===== src/rtl/rom_fetch_ctrl.sv =====
`timescale 1ns/1ps
// Instruction fetch front end: walks a combinational ROM and buffers {pc, instr} pairs in a 2-deep prefetch FIFO.
// Latency: one cycle from a fetch into an empty buffer to instr_valid; redirect flushes and refetches next cycle.
// Backpressure: instr_valid/instr_ready handshake; fetching stalls when both entries are occupied and nothing pops.
module rom_fetch_ctrl #(
  parameter int          AWIDTH   = 8,
  parameter int          DWIDTH   = 32,
  parameter logic [31:0] RESET_PC = 32'h0000_0000
) (
  input  logic              clk,
  input  logic              rst_n,
  input  logic              fetch_en,
  input  logic              redirect_valid,
  input  logic [31:0]       redirect_pc,
  output logic [AWIDTH-1:0] rom_addr,
  input  logic [DWIDTH-1:0] rom_rdata,
  output logic              instr_valid,
  input  logic              instr_ready,
  output logic [DWIDTH-1:0] instr,
  output logic [31:0]       instr_pc,
  output logic [1:0]        fifo_count
);

  typedef struct packed {
    logic [31:0]       pc;
    logic [DWIDTH-1:0] dat;
  } entry_t;

  localparam logic [31:0] RESET_PC_ALIGNED = {RESET_PC[31:2], 2'b00};

  logic [31:0] fetch_pc;
  entry_t      head_ent;
  entry_t      tail_ent;
  entry_t      new_ent;
  logic [1:0]  count;
  logic        pop;
  logic        fetch;

  assign rom_addr    = fetch_pc[AWIDTH+1:2];
  assign new_ent     = '{pc: fetch_pc, dat: rom_rdata};
  assign instr_valid = (count != 2'd0) && !redirect_valid;
  assign pop         = instr_valid && instr_ready;
  assign fetch       = fetch_en && !redirect_valid && ((count < 2'd2) || pop);
  assign instr       = (count != 2'd0) ? head_ent.dat : '0;
  assign instr_pc    = (count != 2'd0) ? head_ent.pc  : '0;
  assign fifo_count  = count;

  always_ff @(posedge clk or negedge rst_n) begin
    if (!rst_n) begin
      fetch_pc <= RESET_PC_ALIGNED;
      count    <= 2'd0;
      head_ent <= '0;
      tail_ent <= '0;
    end else if (redirect_valid) begin
      // Redirect wins over fetch and pop: drop everything buffered.
      fetch_pc <= {redirect_pc[31:2], 2'b00};
      count    <= 2'd0;
      head_ent <= '0;
      tail_ent <= '0;
    end else begin
      if (fetch) begin
        fetch_pc <= fetch_pc + 32'd4;
      end
      case ({fetch, pop})
        2'b11: begin
          if (count == 2'd2) begin
            head_ent <= tail_ent;
            tail_ent <= new_ent;
          end else begin
            head_ent <= new_ent;
          end
        end
        2'b10: begin
          if (count == 2'd0) begin
            head_ent <= new_ent;
          end else begin
            tail_ent <= new_ent;
          end
          count <= count + 2'd1;
        end
        2'b01: begin
          head_ent <= tail_ent;
          count    <= count - 2'd1;
        end
        default: begin
        end
      endcase
    end
  end

endmodule

===== config.mk =====
export PLATFORM = sky130hd
export DESIGN_NAME = rom_fetch_ctrl
export DESIGN_NICKNAME = d
export VERILOG_FILES = /design/src/rtl/rom_fetch_ctrl.sv
export SDC_FILE = /design/constraint.sdc
export NUM_CORES = 1
export LEC_CHECK = 0
export ABC_CLOCK_PERIOD_IN_PS = 5230
export CORE_UTILIZATION = 56
export DETAILED_ROUTE_END_ITERATION = 6
export PLACE_DENSITY = 0.85
export SYNTH_ARGS = -nofsm -noshare
export SYNTH_HDL_FRONTEND = slang
export SYNTH_SLANG_ARGS = --single-unit

===== constraint.sdc =====
create_clock -name clk -period 5.23 [get_ports clk]
set_clock_uncertainty 0.15 [all_clocks]
set_input_delay 1.569 -clock clk [delete_from_list [all_inputs] [get_ports clk]]
set_output_delay 1.569 -clock clk [all_outputs]
set_load 0.005 [all_outputs]

Word-level counts from Yosys, hierarchy flattened
Index checks and enable logic that the tools add are counted.
Cells by class
  add/subtract/negate cells: 3
  magnitude comparators: 1
  eq/ne operators: 7
  mux-type cells: 14
  reductions and logical operators: 14
Operator list (number)
  $mux W64: 6
  $pmux W64 S3: 1
  $mux W32: 4
  $pmux W64 S2: 1
  $add A32 B3 Y32 const B: 1
  $ne A3 B3 Y1 const B: 3
  $eq A2 B2 Y1 const B: 3
  $reduce_bool A3 Y1: 2
  $logic_and A1 B1 Y1: 4
  $pmux W2 S2: 1
  $reduce_bool A2 Y1: 2
  $reduce_bool A4 Y1: 1
  $reduce_and A3 Y1: 1
  $add A2 B1 Y2 const B: 1
  $eq A2 B1 Y1 const B: 1
  $logic_not A2 Y1: 1
  $lt A2 B2 Y1 const B: 1
  $mux W2: 1
  $reduce_and A2 Y1: 1
  $sub A2 B1 Y2 const B: 1
  $logic_not A1 Y1: 1
  $logic_or A1 B1 Y1: 1
Word-level totals
  bits in registers: 162
  input bits: 69
  output and inout port bits: 75
  logic and storage cells: 45

Longest topological paths before layout
  depth in word-level cells: 8
  depth in mapped cells: 13

Worst setup path after synthesis
OpenSTA, ideal clock, no wires.
  path type: input -> output
  from: in redirect_valid
  to: out instr_valid
  arrival: 2108 ps
  required time: 3511 ps
  path slack: 1403 ps
  cell stages on the path: 3
  cell sequence: clkinv_1 > clkbuf_1 > and2_1
On the way
  word-level cells in the longest chain between the ends: 2
Ends and longest elaborated chain
  from (decl): RTL line 13  | input logic redirect_valid,
  $logic_not A1 Y1: RTL line 41  | assign instr_valid = (count != 2'd0) && !redirect_valid;
  $logic_and A1 B1 Y1: RTL line 41
  to (decl): RTL line 17  | output logic instr_valid,
Every way passes these cells.

Final worst setup path
  from: reg count[0], in the netlist fifo_count[0]
  to: out instr_pc[30]
On the way
  word-level cells in the longest chain between the ends: 2
Ends and longest elaborated chain
  from (decl): RTL line 35  | logic [1:0] count;
  from (signal assigned): RTL line 79  | count <= count + 2'd1;
  from (signal assigned): RTL line 83  | count <= count - 2'd1;
  $reduce_bool A2 Y1: RTL line 45  | assign instr_pc = (count != 2'd0) ? head_ent.pc : '0;
  $mux W32: RTL line 45
  to (decl): RTL line 20  | output logic [31:0] instr_pc,
Every way passes these cells.

==> metrics.cfg <==
[layout]
antenna_cells = 0
nNetsFinal = 1019
area_of_the_multi_input_gates_sq_mm = 0.00330
seqCellArea_sq_mm = 0.00395
drive_gt1_share_pct = 6.47
areaGrowthSynthToFinish_pct = 28.5
fillers = 964

[drt]
ant_nets = 0
wl_um = 19200
via_per_instance_ratio = 5.84
drc_violations_left = 0
via_count = 6626
drt_first_pass_iters = 5
detailed_route_wire_length_per_cell_um = 16.9
drt_iter0_markers = 620

[synth]
yosys-mux-area-fraction_pct = 0.694
combinational_family_with_the_most_area_after_synthesis = simple AND/OR/NAND/NOR gates
yosys.area_share.xor_xnor_pct = 1.04
post_synth_and_or_nand_nor_area_fraction_pct = 21.7
ys_types = 48
most_used_flip_flop_cell_after_synthesis = sky130_fd_sc_hd__dfrtp_1
number_of_synthesized_flops_with_an_enable_pin = 0
syn_area_sq_mm = 0.00757
synth_cells = 844
synth-compound-area-share_pct = 19.0
ys_warn_count = 0
postSynthAreaPerCell_sq_um = 8.97
async_reset_ff_share_pct = 100
yosys.area_share.adder_pct = 0.661
synth_seq_cells = 158
synth_sequential_area_ratio_pct = 52.2
mapped_nets = 917

[die]
core_area_sq_mm = 0.0132
die_y_um = 118
floorplan.die_area_sq_mm = 0.0140
placementRows = 42
initial_utilization_pct = 57.4
fp.dieW_um = 118
boundaryPins = 144

[clock_tree]
cts-hold-fix-buffers = 0
cts_num_sinks = 158
cts_buffer_depth = 2
tritoncts = yes
numCtsBuffers = 17
worst_skew_pair.late_latency_ps = 430
post_cts.repair.setup_buffers = 0
ctsResizeCount = 0
cts_root_buffer = sky130_fd_sc_hd__clkbuf_16
clk_pin_slew_worst_paths_ps = 60
clock_tree.htree_level_count = 4

[pwr]
static_leakage_uw = 0.00414
pwr_density_cell_mw_per_mm2 = 335
peakVddDrop_uv = 166

[critical_path]
worstReg2RegEnd = head_ent[14]
required_time_of_the_critical_path_ps = 3510
timing.rr.start = fifo_count[0]
timing.critical_path.from_type = register
cp.arrival_ps = 2580
worst-path-max-fanout = 66
reg2reg_setup_slack_ps = 1560
path_cells = or2_2, and2_1, clkdlybuf4s50_1
rr_worst_depth = 9
cpMaxStageDelayCell = sky130_fd_sc_hd__or2_2
critical_path.max_stage_delay_ps = 860
worst_setup_path_end_kind = output pin
critical_path_class = register to output pin

[timing]
hold_violations = 0
finalCriticalPeriod_ps = 4300
timing.final.crit_share_pct = 82.3
rsz0062_at_grt = no
timing.final.setup_violations = 0
setup_tns_ps = 0
maximum_operating_frequency_mhz = 232
max-slew-margin-rel_pct = 29.4
hold_ws_ps = 317
worst-slew-pin-transition_ps = 1060
final-max-slew-violation-count = 0

[global_routing]
grt_first_pass_wirelength_um = 31800
grt_antenna_before_repair = 0
grt_max_degree = 103
global_route.overflow_total = 0
globalRouteTotalUtil_pct = 29.2
first_global_vias = 6210

[job]
max_cap_check_violation_count = 0

[hold_path]
hold_path_cells = 2
worstHoldStart = head_ent[37]
min-delay-path-class = register to register
hold_path_end = head_ent[37]

[place]
detailedPlacementHpwl_um = 11900
place_congestion = 0.845
placement.io_buffers = 141

[run_status]
outcome = finished, final reports clean

## cell usage in the layout, fill, tap and decap left out, types with 3 or more instances in the layout
cell type	n
sky130_fd_sc_hd__a311oi_1	7
sky130_fd_sc_hd__nand4_1	9
sky130_fd_sc_hd__buf_12	6
sky130_fd_sc_hd__a21oi_1	3
sky130_fd_sc_hd__o21ai_0	135
sky130_fd_sc_hd__nand2_1	202
sky130_fd_sc_hd__clkinvlp_4	3
sky130_fd_sc_hd__mux2i_1	3
sky130_fd_sc_hd__buf_4	8
sky130_fd_sc_hd__and3_1	9
sky130_fd_sc_hd__bufinv_16	3
sky130_fd_sc_hd__dfrtp_1	158
sky130_fd_sc_hd__a22oi_1	63
sky130_fd_sc_hd__a211oi_1	5
sky130_fd_sc_hd__clkbuf_16	17
sky130_fd_sc_hd__clkinv_2	5
sky130_fd_sc_hd__o211a_1	3
sky130_fd_sc_hd__inv_1	11
sky130_fd_sc_hd__nor3_1	11
sky130_fd_sc_hd__clkbuf_8	4
sky130_fd_sc_hd__a221oi_1	4
sky130_fd_sc_hd__clkdlybuf4s50_1	139
sky130_fd_sc_hd__nor2_1	18
sky130_fd_sc_hd__xor2_1	4
sky130_fd_sc_hd__nand3_1	10
sky130_fd_sc_hd__and2_1	67
sky130_fd_sc_hd__ha_1	4
sky130_fd_sc_hd__nor4_1	6
sky130_fd_sc_hd__xnor2_1	5
## area by class of cell
class | count | area share [%]
Tap cell | 176 | 2.26
Clock inverter | 11 | 1.42
Timing Repair Buffer | 155 | 16.3
Sequential cell | 158 | 40.7
Clock buffer | 21 | 4.94
Inverter | 12 | 0.463
Multi-Input combinational cell | 602 | 33.9
## per-stage QoR
step	cells	area (sq um)	utilization [%]	total power, uW	setup WS [ps]
6_report	1135	9730	73.7	3260	928
5_1_grt	1135	9730	73.7	3390	728
4_1_cts	1135	9730	73.7	3270	875
3_5_place_dp	1103	9110	69.0	1990	600
3_3_place_gp	1103	9110	69.0	1970	639
2_1_floorplan	844	7570	-	1740	1400
## worst max-delay path, delay by kind of cell (launching register included)
| family | cells | cell delay [ps] |
|---|---|---|
| buffers and inverters | 1 | 560 |
| AND/OR/NAND/NOR | 2 | 1100 |
| flip-flops | 1 | 460 |
## worst max-delay path by stage
stage / startpoint / end / slack (ps)
final: fifo_count[0] / instr_pc[30] / 930
after global routing: fifo_count[0] / instr_valid / 730
after CTS: fifo_count[0] / instr[30] / 870
after detailed placement: instr_ready / head_ent[11] / 600
after global placement: instr_ready / head_ent[15] / 640
after floorplan: redirect_valid / instr_valid / 1400
## Yosys cell counts (all sizes together), types with 2 or more instances
| master | n | share of area (%) |
|---|---|---|
| and4 | 3 | 0.38 |
| buf | 17 | 1.3 |
| nand4 | 9 | 0.74 |
| mux2i | 3 | 0.40 |
| ha | 4 | 0.66 |
| nand2b | 2 | 0.17 |
| nor2 | 18 | 0.89 |
| nor3b | 2 | 0.20 |
| and3 | 9 | 0.74 |
| xnor2 | 5 | 0.58 |
| nor4 | 7 | 0.66 |
| mux2 | 2 | 0.30 |
| xor2 | 4 | 0.46 |
| nand2 | 203 | 10 |
| a21oi | 5 | 0.33 |
| a211o | 2 | 0.23 |
| inv | 11 | 0.55 |
| o211a | 3 | 0.40 |
| o21ai | 136 | 9.0 |
| dfrtp | 158 | 52 |
| or2 | 2 | 0.17 |
| and2 | 67 | 5.5 |
| a221oi | 4 | 0.46 |
| a31oi | 2 | 0.17 |
| a311oi | 7 | 0.81 |
| clkbuf | 55 | 2.7 |
| o21a | 2 | 0.20 |
| nand3 | 11 | 0.73 |
| nor3 | 11 | 0.73 |
| a311o | 2 | 0.26 |
| a211oi | 5 | 0.50 |
| a22oi | 63 | 6.2 |
## sequential cells by signal (all words and copies together), names as in the netlist
name	flops
fifo_count	2
fetch_pc	30
tail_ent	63
head_ent	63
## layer usage
metal	up-vias	wire length (um)	track usage, %
li1	3134	-	-
met1	3150	8170	39.7
met2	286	9150	44.5
met3	56	1170	5.36
met4	0	748	16.1
met5	-	0	0
## logic make-up (layout without fill, tap and decap cells)
| group | count (synthesis) | in the layout |
|---|---|---|
| AND/OR/NAND/NOR | 349 | 349 |
| adder cells (fa/ha/maj) | 4 | 4 |
| flip-flops | 158 | 158 |
| multiplexers | 5 | 5 |
| buffers and inverters | 84 | 199 |
| XOR/XNOR | 9 | 9 |
| AO/OA/AOI/OAI | 235 | 235 |
## power breakdown
group          switching (uW)  internal [uW]  leakage (uW)
Clock                     483            796      0.000301
Combinational             302            237       0.00178
Sequential               92.3           1340       0.00205
Total                     877           2380       0.00414
No activity file was read; power rests on OpenSTA's default activity.
